## src/rtl/bru_pkg.sv

```systemverilog
// Shared types and constants for the branch resolve unit and its counter table.
package bru_pkg;

   typedef enum logic {
      BRU_RUN    = 1'b0,
      BRU_HALTED = 1'b1
   } bru_state_e;

   localparam logic [31:0] BRU_PC_INCR = 32'd4;

   // Reset value of each predictor counter: weakly not-taken.
   function automatic int unsigned bru_cnt_init(input int unsigned cnt_w);
      return (32'd1 << (cnt_w - 1)) - 32'd1;
   endfunction

endpackage

```

## src/rtl/bht_counter_table.sv

```systemverilog
// Table of saturating prediction counters: one combinational read port,
// one saturating-update write port, synchronous reset of every entry.
module bht_counter_table
   import bru_pkg::*;
#(
   parameter int BHT_DEPTH = 16,
   parameter int CNT_W     = 2,
   parameter int IDX_W     = $clog2(BHT_DEPTH)
) (
   input  logic             clk,
   input  logic             reset,
   input  logic [IDX_W-1:0] rd_idx,
   output logic             rd_taken,
   input  logic             wr_en,
   input  logic [IDX_W-1:0] wr_idx,
   input  logic             wr_taken
);

   localparam logic [CNT_W-1:0] CNT_MAX  = {CNT_W{1'b1}};
   localparam logic [CNT_W-1:0] CNT_ZERO = '0;
   localparam logic [CNT_W-1:0] CNT_INIT = CNT_W'(bru_cnt_init(CNT_W));

   logic [CNT_W-1:0] cnt_q [BHT_DEPTH];
   logic [CNT_W-1:0] cnt_d [BHT_DEPTH];

   assign rd_taken = cnt_q[rd_idx][CNT_W-1];

   always_comb begin
      cnt_d = cnt_q;
      if (wr_en) begin
         if (wr_taken && (cnt_q[wr_idx] != CNT_MAX)) begin
            cnt_d[wr_idx] = cnt_q[wr_idx] + 1'b1;
         end else if (!wr_taken && (cnt_q[wr_idx] != CNT_ZERO)) begin
            cnt_d[wr_idx] = cnt_q[wr_idx] - 1'b1;
         end
      end
   end

   always_ff @(posedge clk) begin
      if (reset) begin
         for (int i = 0; i < BHT_DEPTH; i++) begin
            cnt_q[i] <= CNT_INIT;
         end
      end else begin
         cnt_q <= cnt_d;
      end
   end

endmodule

```

## src/rtl/branch_resolve_unit.sv

```systemverilog
// Execute-stage branch resolution with dynamic predictor, registered redirect and halt latch.
// Optional performance counters are built when BRU_PERF_EN is defined.
module branch_resolve_unit
   import bru_pkg::*;
#(
   parameter int PC_W      = 9,
   parameter int BHT_DEPTH = 16,
   parameter int CNT_W     = 2
) (
   input  logic            clk,
   input  logic            reset,
   input  logic [PC_W-1:0] f_pc,
   output logic            f_pred_taken,
   input  logic            ex_valid,
   input  logic [PC_W-1:0] ex_pc,
   input  logic [31:0]     ex_imm,
   input  logic            ex_jump,
   input  logic            ex_jumpreg,
   input  logic            ex_branch,
   input  logic            ex_halt,
   input  logic [31:0]     ex_alu_result,
   input  logic            ex_pred_taken,
   output logic [31:0]     pc_four,
   output logic            redirect,
   output logic [31:0]     redirect_pc,
   output logic            halted
`ifdef BRU_PERF_EN
   ,
   output logic [31:0]     perf_branches,
   output logic [31:0]     perf_mispredicts
`endif
);

   localparam int IDX_W = $clog2(BHT_DEPTH);

   bru_state_e  state_q, state_d;
   logic        redirect_q, redirect_d;
   logic [31:0] redirect_pc_q, redirect_pc_d;

   logic [31:0] ex_pc_ext, f_pc_ext, target;
   logic        taken, resolve, br_update, br_mispredict;
   logic        unused_pc_bits;

   assign ex_pc_ext = 32'(ex_pc);
   assign f_pc_ext  = 32'(f_pc);
   assign pc_four   = ex_pc_ext + BRU_PC_INCR;
   assign target    = ex_jumpreg ? (ex_alu_result & ~32'h1) : (ex_pc_ext + ex_imm);
   assign taken     = ex_jump | ex_jumpreg | (ex_branch & ex_alu_result[0]);

   // Only PC bits above the byte offset select a counter.
   assign unused_pc_bits = ^{f_pc_ext, ex_pc_ext};

   assign resolve       = ex_valid & (state_q == BRU_RUN);
   assign br_update     = resolve & ~ex_halt & ~ex_jump & ~ex_jumpreg & ex_branch;
   assign br_mispredict = br_update & (taken != ex_pred_taken);

   bht_counter_table #(
      .BHT_DEPTH (BHT_DEPTH),
      .CNT_W     (CNT_W),
      .IDX_W     (IDX_W)
   ) u_bht (
      .clk      (clk),
      .reset    (reset),
      .rd_idx   (f_pc_ext[IDX_W+1:2]),
      .rd_taken (f_pred_taken),
      .wr_en    (br_update),
      .wr_idx   (ex_pc_ext[IDX_W+1:2]),
      .wr_taken (taken)
   );

   always_comb begin
      state_d       = state_q;
      redirect_d    = 1'b0;
      redirect_pc_d = redirect_pc_q;
      if (resolve) begin
         if (ex_halt) begin
            redirect_d    = 1'b1;
            redirect_pc_d = ex_pc_ext;
            state_d       = BRU_HALTED;
         end else if (ex_jump || ex_jumpreg) begin
            redirect_d    = 1'b1;
            redirect_pc_d = target;
         end else if (br_mispredict) begin
            redirect_d    = 1'b1;
            redirect_pc_d = taken ? target : pc_four;
         end
      end
   end

   always_ff @(posedge clk) begin
      if (reset) begin
         state_q       <= BRU_RUN;
         redirect_q    <= 1'b0;
         redirect_pc_q <= '0;
      end else begin
         state_q       <= state_d;
         redirect_q    <= redirect_d;
         redirect_pc_q <= redirect_pc_d;
      end
   end

   assign redirect    = redirect_q;
   assign redirect_pc = redirect_pc_q;
   assign halted      = (state_q == BRU_HALTED);

`ifdef BRU_PERF_EN
   logic [31:0] perf_branches_q, perf_branches_d;
   logic [31:0] perf_mispredicts_q, perf_mispredicts_d;

   always_comb begin
      perf_branches_d    = perf_branches_q    + {31'd0, br_update};
      perf_mispredicts_d = perf_mispredicts_q + {31'd0, br_mispredict};
   end

   always_ff @(posedge clk) begin
      if (reset) begin
         perf_branches_q    <= '0;
         perf_mispredicts_q <= '0;
      end else begin
         perf_branches_q    <= perf_branches_d;
         perf_mispredicts_q <= perf_mispredicts_d;
      end
   end

   assign perf_branches    = perf_branches_q;
   assign perf_mispredicts = perf_mispredicts_q;
`endif

endmodule

```

## config.mk

```make
export PLATFORM = sky130hd
export DESIGN_NAME = branch_resolve_unit
export DESIGN_NICKNAME = d
export VERILOG_FILES = /design/src/rtl/bru_pkg.sv /design/src/rtl/bht_counter_table.sv /design/src/rtl/branch_resolve_unit.sv
export SDC_FILE = /design/constraint.sdc
export NUM_CORES = 1
export LEC_CHECK = 0
export CAP_MARGIN = 20
export CORE_MARGIN = 3
export CORE_UTILIZATION = 46
export CTS_CLUSTER_DIAMETER = 40
export DETAILED_ROUTE_END_ITERATION = 12
export PLACE_DENSITY = 0.82
export RECOVER_POWER = 100
export SLEW_MARGIN = 10
export SYNTH_ARGS = -nofsm -noshare
export SYNTH_HDL_FRONTEND = slang
export SYNTH_SLANG_ARGS = --single-unit
export TNS_END_PERCENT = 100
```

## constraint.sdc

```tcl
create_clock -name clk -period 3.3 [get_ports clk]
set_input_delay 0.33 -clock clk [delete_from_list [all_inputs] [get_ports clk]]
set_output_delay 0.33 -clock clk [all_outputs]
set_load 0.05 [all_outputs]
```

==> results of run 1 <==
==> kinds of logic after synthesis <==
| logic type | Yosys count | share of synthesized area, % |
|---|---|---|
| buf+inv | 60 | 8.14 |
| compound gates | 162 | 23.6 |
| xor+xnor | 29 | 5.82 |
| mux | 24 | 9.58 |
| simple gates | 158 | 17.7 |
| fa+ha+maj | 16 | 4.76 |
| other cells | 1 | 0.0860 |
| flops | 66 | 30.3 |
==> critical path: cells and delay by family <==
family / cells / cell delay (ns)
muxes: 3 / 1.16
buffers and inverters: 3 / 0.85
and+or+nand+nor: 4 / 0.63
adders and majority gates: 1 / 0.22
AOI/OAI and AO/OA: 1 / 0.17
==> routing by layer <==
metal / GRT usage (%) / share of wire [%] / vias to the layer above / wire, microns
met5: 0 / 0 / - / 0
met4: 9.56 / 2.4 / 0 / 346
met3: 6.17 / 8.9 / 37 / 1270
met2: 44.6 / 49 / 228 / 6960
met1: 32.3 / 40 / 2130 / 5640
li1: - / - / 2142 / -
==> final timing paths <==
path                            slack [ns]                         start                           end
worst max-delay path                  0.19                      ex_pc[2]                     flip-flop
worst min-delay path                  0.46                         reset   redirect_pc[0]$_SDFFE_PP0P_
worst max register to register        0.56                     flip-flop                     flip-flop
worst min register to register        0.47  redirect_pc[13]$_SDFFE_PP0P_  redirect_pc[13]$_SDFFE_PP0P_
==> cell type report <==
cell class | count | area share (%)
clock buffer | 11 | 2.18
clock inverter | 5 | 1.70
sequential | 66 | 21.9
timing repair buffer | 159 | 24.9
tap | 126 | 2.62
inverter | 8 | 0.499
multi-input combinational | 411 | 46.2
==> cell usage in the layout (no fill, tap or decap), types with 3 or more instances in the layout <==
cell type / n
sky130_fd_sc_hd__clkdlybuf4s50_1: 81
sky130_fd_sc_hd__dfxtp_1: 66
sky130_fd_sc_hd__a21oi_1: 48
sky130_fd_sc_hd__nand2_1: 47
sky130_fd_sc_hd__o21ai_0: 40
sky130_fd_sc_hd__dlygate4sd3_1: 40
sky130_fd_sc_hd__nor2_1: 35
sky130_fd_sc_hd__nor3_1: 22
sky130_fd_sc_hd__conb_1: 22
sky130_fd_sc_hd__buf_4: 22
sky130_fd_sc_hd__xor2_1: 21
sky130_fd_sc_hd__ha_1: 15
sky130_fd_sc_hd__mux4_2: 14
sky130_fd_sc_hd__a22oi_1: 13
sky130_fd_sc_hd__nand3_1: 12
sky130_fd_sc_hd__and3_1: 9
sky130_fd_sc_hd__clkbuf_8: 9
sky130_fd_sc_hd__clkbuf_1: 9
sky130_fd_sc_hd__inv_1: 8
sky130_fd_sc_hd__xnor2_1: 8
sky130_fd_sc_hd__mux2i_1: 8
sky130_fd_sc_hd__o211ai_1: 8
sky130_fd_sc_hd__a21o_1: 7
sky130_fd_sc_hd__o22ai_1: 7
sky130_fd_sc_hd__and2_1: 6
sky130_fd_sc_hd__a221oi_1: 6
sky130_fd_sc_hd__a211oi_1: 5
sky130_fd_sc_hd__a31oi_1: 5
sky130_fd_sc_hd__and4_1: 3
sky130_fd_sc_hd__nand2b_1: 3
sky130_fd_sc_hd__or3_1: 3
sky130_fd_sc_hd__o2111ai_1: 3
sky130_fd_sc_hd__o221ai_1: 3
sky130_fd_sc_hd__bufinv_16: 3
sky130_fd_sc_hd__buf_12: 3
sky130_fd_sc_hd__clkbuf_2: 3
==> through the flow <==
stage / utilization, % / setup slack (ns) / total power [W] / instance area (sq um) / TNS (ns)
2_1_floorplan: - / 0.377 / 0.00125 / 4440 / 0
3_3_place_gp: 64.8 / -0.0671 / 0.00148 / 5820 / -0.466
3_5_place_dp: 64.8 / -0.187 / 0.00149 / 5820 / -3.38
4_1_cts: 67.4 / 0.126 / 0.00232 / 6050 / 0
5_1_grt: 67.1 / 0.0168 / 0.00239 / 6020 / 0
6_report: 67.1 / 0.189 / 0.00230 / 6020 / 0
==> power by group <==
group	internal [W]	switching, W
logic	0.000236	0.000395
clock network	0.000502	0.000336
registers	0.000820	0.0000129
total	0.00156	0.000745
==> timing repair <==
| action | 4_1_cts | 5_1_grt |
|---|---|---|
| setup buffers | 0 | 0 |
| setup endpoints to repair | 0 | 15 |
| resized for setup | 0 | 5 |
==> Implementation_results.wiki, run 1 <==
{| class="wikitable"
! Metric !! Value
|-
| Total area of sequential cells || 1320 sq um
|-
| Logic depth of the worst register-to-register path || 12
|-
| Filler cells || 740
|-
| Number of vias per cell after detailed routing || 5.77
|-
| Peak fanout along the critical path || 6
|-
| Layout cells sized above 1 || 11.4%
|-
| Number of primary I/O pins || 157
|-
| Quantity of hold-fixing buffers added after cts || 0
|-
| Highest cell delay on the worst timing path || 0.51 ns
|-
| Clock latency at the later pin of the worst-skew pair || 0.35 ns
|-
| Seq cells post-synth || 66
|-
| Cell with the biggest individual delay on the critical path || sky130_fd_sc_hd__mux4_2
|-
| Top_reg_cell synth || sky130_fd_sc_hd__dfxtp_1
|-
| Die Footprint || 10,700 sq um
|-
| Starting density of the core || 48.6%
|-
| Total CTS buffers || 9
|-
| Number of placement rows || 34
|-
| EDFF count, synth || 0
|-
| Depth of the CTS H-tree || 3
|-
| Count of input and output buffers || 129
|-
| Final instance count without filler cells || 786
|-
| Cell mode on critical path || sky130_fd_sc_hd__mux4_2
|-
| Power density relative to cell area || 382 nW/um^2
|-
| Synth cell count leaders || sky130_fd_sc_hd__dfxtp_1 (66), sky130_fd_sc_hd__a21oi_1 (49), sky130_fd_sc_hd__nand2_1 (47)
|-
| DIE HEIGHT || 103 microns
|-
| Core Box Area || 8980 sq um
|-
| Max-slew violations || 0
|-
| Number of antenna violations at the first check in global routing || 0
|-
| WP data arrival || 3.37 ns
|-
| Max-cap viol count || 0
|-
| YS warnings || 0
|-
| Run status || complete, no violations
|-
| Number of nets in the finished design || 761
|-
| Area taken by multi-input logic gates || 2780 sq um
|-
| Number of placed instances, taps included || 770
|-
| Final wirelength || 14.2 mm
|-
| Master cell of the clock root buffer || sky130_fd_sc_hd__clkbuf_8
|-
| Final ANT Viol Nets || 0
|-
| Layout area overhead || 38.1%
|-
| DRC violation total after the first TritonRoute iteration || 312
|-
| Maximum number of pins on one net before global-route repair || 36
|-
| Leakage power of the design || 2.34 nW
|-
| Part of the cycle the worst path needs || 94.3%
|-
| Share of async-settable or async-resettable flops after synthesis || 0%
|-
| First-pass GRT wire length || 21.8 mm
|-
| Top cells by area in the synthesized netlist || sky130_fd_sc_hd__dfxtp_1 (30%), sky130_fd_sc_hd__mux4_2 (7.2%), sky130_fd_sc_hd__a21oi_1 (5.6%), sky130_fd_sc_hd__o21ai_0 (4.6%), sky130_fd_sc_hd__ha_1 (4.3%)
|-
| Critical Setup Path Class || input pin to flip-flop
|-
| Sort of element at the start of the critical path || input pin
|-
| Post-synth cell types || 60
|-
| Number of antenna cells inserted || 0
|-
| Largest area contributor in the netlist || sky130_fd_sc_hd__dfxtp_1
|-
| Required time reported for the critical path endpoint || 3.56 ns
|-
| Class of the tightest hold or removal check || input pin to flip-flop
|-
| Die X || 103 microns
|-
| Count of clock tree sinks || 66
|-
| Measured slew at the worst slew-check pin || 1.05 ns
|-
| Number of remaining DRC errors || 0
|-
| Avg Inst Size Synth || 8.46 sq um
|-
| Detailed-placement wirelength estimate || 10.7 mm
|-
| Grt total ovfl || 0
|-
| Total via count after detailed routing || 4,537
|-
| TritonCTS clock tree || built
|-
| Clock period minus worst slack || 3.11 ns
|-
| Dominant cell by count in the synthesized netlist || sky130_fd_sc_hd__dfxtp_1
|-
| Length of the first detailed-routing pass in iterations || 5
|-
| Synthesized cell area || 4360 sq um
|-
| Normalized max-slew margin || 29.9%
|-
| Worst Hold Slack || 0.457 ns
|-
| Hold violation count in the final report || 0
|-
| Max Clock Skew || 0.0143 ns
|-
| Number of cells traversed by the worst hold path || 2
|-
| Sequential fraction of the synthesis area || 30.3%
|-
| Placer congestion estimate || 0.943
|-
| Largest vdd supply drop || 0.218 mV
|-
| Crit-path cells || clkdlybuf4s50_1 -> buf_4 -> mux4_2 -> mux4_2 -> ha_1 -> mux2i_1 -> and4_2 -> nand2_1 -> clkbuf_2 -> nor2_1 -> nor3_1 -> a31oi_1
|-
| Global-route usage over all layers || 26.2%
|-
| Setup repair after global routing missed its margin || false
|-
| Cells after Synth || 516
|-
| Area share of the largest cell type after synthesis || 30.3%
|-
| Capturing element type of the critical path || flip-flop
|-
| Clock Tree Buf Depth || 2
|-
| Total setup violations reported at the end of the flow || 0
|-
| WL per Instance || 18.1 microns
|-
| Upper clock frequency limit || 0.321 GHz
|-
| Clock transition at path regs || 0.08 ns
|-
| Via count of the first global-routing pass || 4,463
|}
Power figures use the tool's default switching activity.
==> run 2, diff against run 1 <==
CORE_MARGIN = 5   (was 3)
clock period = 2.9 ns   (was 3.3 ns; I/O delays follow)
==> Implementation_results.wiki, run 2 (synthesis gave the netlist of run 1 again) <==
{| class="wikitable"
! Metric !! Value
|-
| Number of placement rows || 35
|-
| Number of remaining DRC errors || 0
|-
| Met3 routing resource usage after global routing || 5.22%
|-
| Master cell of the clock root buffer || sky130_fd_sc_hd__clkbuf_8
|-
| Depth of the CTS H-tree || 3
|-
| Most frequent cells in the layout || sky130_fd_sc_hd__clkdlybuf4s50_1 (80), sky130_fd_sc_hd__dfxtp_1 (66), sky130_fd_sc_hd__a21oi_1 (48), sky130_fd_sc_hd__nand2_1 (46), sky130_fd_sc_hd__buf_4 (44)
|-
| Routing usage on met2 || 46.8%
|-
| Most common library cell in the layout ignoring fill and taps || sky130_fd_sc_hd__clkdlybuf4s50_1
|-
| Sort of element at the start of the critical path || input pin
|-
| Length of the first detailed-routing pass in iterations || 5
|-
| Number of antenna cells inserted || 0
|-
| Detailed-placement wirelength estimate || 11.8 mm
|-
| Class of the tightest hold or removal check || input pin to flip-flop
|-
| Reg2reg setup slack || 0.15 ns
|-
| Number of cells traversed by the worst hold path || 2
|-
| Reg2Reg Capture Point || u_bht.cnt_q[23]$_SDFFE_PP0P_
|-
| Layout cells sized above 1 || 16.2%
|-
| Peak fanout along the critical path || 9
|-
| Die X || 107 microns
|-
| Core Box Area || 9240 sq um
|-
| Number of vias per cell after detailed routing || 5.77
|-
| Number of primary I/O pins || 157
|-
| Clock Tree Buf Depth || 2
|-
| Count of clock tree sinks || 66
|-
| Critical Path Source || ex_pc[3]
|-
| WP data arrival || 3.08 ns
|-
| Max-slew violations || 0
|-
| Final Util || 67.7%
|-
| Part of the cycle the worst path needs || 97.1%
|-
| DRC violation total after the first TritonRoute iteration || 353
|-
| Post-layout power || 0.00259 W
|-
| Logic depth of the worst register-to-register path || 12
|-
| Total setup violations reported at the end of the flow || 0
|-
| Count of input and output buffers || 129
|-
| Clock period minus worst slack || 2.82 ns
|-
| Upper clock frequency limit || 0.355 GHz
|-
| Hold violation count in the final report || 0
|-
| Largest vdd supply drop || 0.336 mV
|-
| Clock transition at path regs || 0.07 ns
|-
| Total CTS buffers || 9
|-
| Grt total ovfl || 0
|-
| WL per Instance || 19.1 microns
|-
| Global-route usage over all layers || 26.6%
|-
| Maximum number of pins on one net before global-route repair || 34
|-
| Power density relative to cell area || 414 nW/um^2
|-
| Die Footprint || 11,500 sq um
|-
| First-pass GRT wire length || 24.4 mm
|-
| Termination of the worst setup path || u_bht.cnt_q[23]$_SDFFE_PP0P_
|-
| Capturing element type of the critical path || flip-flop
|-
| Most utilized layer in the global route result || met2
|-
| Leakage power of the design || 2.45 nW
|-
| Quantity of hold-fixing buffers added after cts || 0
|-
| DIE HEIGHT || 107 microns
|-
| Total via count after detailed routing || 4,706
|-
| Placer congestion estimate || 0.981
|-
| Run status || complete, no violations
|-
| Measured slew at the worst slew-check pin || 0.942 ns
|-
| Filler cells || 719
|-
| Max Clock Skew || 0.0144 ns
|-
| TritonCTS clock tree || built
|-
| Via count of the first global-routing pass || 4,797
|-
| Final wirelength || 15.5 mm
|-
| Max-cap viol count || 0
|-
| Critical Setup Path Class || input pin to flip-flop
|-
| Layout area overhead || 43.4%
|-
| Number of nets in the finished design || 787
|-
| Clock latency at the later pin of the worst-skew pair || 0.35 ns
|-
| Normalized max-slew margin || 37.1%
|-
| Met1 demand-to-capacity share in global routing || 31.5%
|-
| Number of antenna violations at the first check in global routing || 0
|-
| Final ANT Viol Nets || 0
|-
| Required time reported for the critical path endpoint || 3.17 ns
|-
| Starting density of the core || 47.2%
|}
==> run 2: layout make-up <==
class	count	area (sq um)	area share (%)
Clock inverter	5	77.6	1.24
Sequential cell	66	1320	21.1
Multi-Input combinational cell	411	2810	45.0
Inverter	8	30.0	0.480
Timing Repair Buffer	185	1710	27.4
Clock buffer	11	141	2.26
Tap cell	129	161	2.58
==> run 2: metal layers <==
layer  routed length [microns]  vias to the layer above
li1                          -                     2200
met4                       570                        0
met3                      1240                       53
met1                      5960                     2219
met5                         0                        -
met2                      7760                      234
==> run 2: where the power goes <==
part / internal [W] / total (W) / switching (W) / leakage [nW]
combinational: 0.000300 / 0.000768 / 0.000469 / 1.81
sequential: 0.000933 / 0.000948 / 0.0000149 / 0.536
clock: 0.000505 / 0.000872 / 0.000367 / 0.109
total: 0.00174 / 0.00259 / 0.000850 / 2.45
==> run 2: worst min-delay path by stage <==
stage                                      from                            to  slack [ns]
global placement    redirect_pc[4]$_SDFFE_PP0P_   redirect_pc[4]$_SDFFE_PP0P_        0.44
detailed placement  redirect_pc[4]$_SDFFE_PP0P_   redirect_pc[4]$_SDFFE_PP0P_        0.45
finish                                    reset           halted$_SDFFE_PP0P_        0.46
CTS                                       reset           halted$_SDFFE_PP0P_        0.44
global route                              reset  u_bht.cnt_q[25]$_SDFFE_PP0P_        0.50
floorplan                     ex_alu_result[11]  redirect_pc[11]$_SDFFE_PP0P_        0.42
==> run 2: what timing repair did <==
| item | in CTS | in global routing |
|---|---|---|
| gates cloned | 1 | 0 |
| pin swaps | 0 | 2 |
| gates resized for setup | 11 | 13 |
| setup buffers | 1 | 0 |
| endpoints found under the setup margin | 32 | 31 |
==> run 2: through the flow <==
stage               area [sq um]  hold slack, ns  std cells  setup slack (ns)   TNS, ns
floorplan                   4440           0.421        537            0.0168         0
global placement            6050           0.441        797            -0.434    -11.61
detailed placement          6050           0.450        797            -0.591    -15.26
CTS                         6330           0.442        815            0.0867         0
global route                6260           0.504        815          -0.00323  -0.00323
finish                      6260           0.457        815            0.0843         0
==> run 2: critical path, cell delays in order <==
cell                              delay (ns)
sky130_fd_sc_hd__clkdlybuf4s50_1        0.47
sky130_fd_sc_hd__buf_6                  0.15
sky130_fd_sc_hd__mux4_2                 0.29
sky130_fd_sc_hd__mux2_2                 0.28
sky130_fd_sc_hd__a21oi_2                0.18
sky130_fd_sc_hd__inv_1                  0.08
sky130_fd_sc_hd__ha_1                   0.21
sky130_fd_sc_hd__mux2i_1                0.15
sky130_fd_sc_hd__and4_4                 0.26
sky130_fd_sc_hd__nand2_1                0.10
sky130_fd_sc_hd__buf_4                  0.17
sky130_fd_sc_hd__nor2_1                 0.20
sky130_fd_sc_hd__nand2_1                0.08
sky130_fd_sc_hd__a21oi_1                0.15
==> run 3, diff against run 2 <==
SLEW_MARGIN = 20   (was 10)
==> results of run 3 <==
The final DEF is identical to that of run 2; final timing and power are the same.
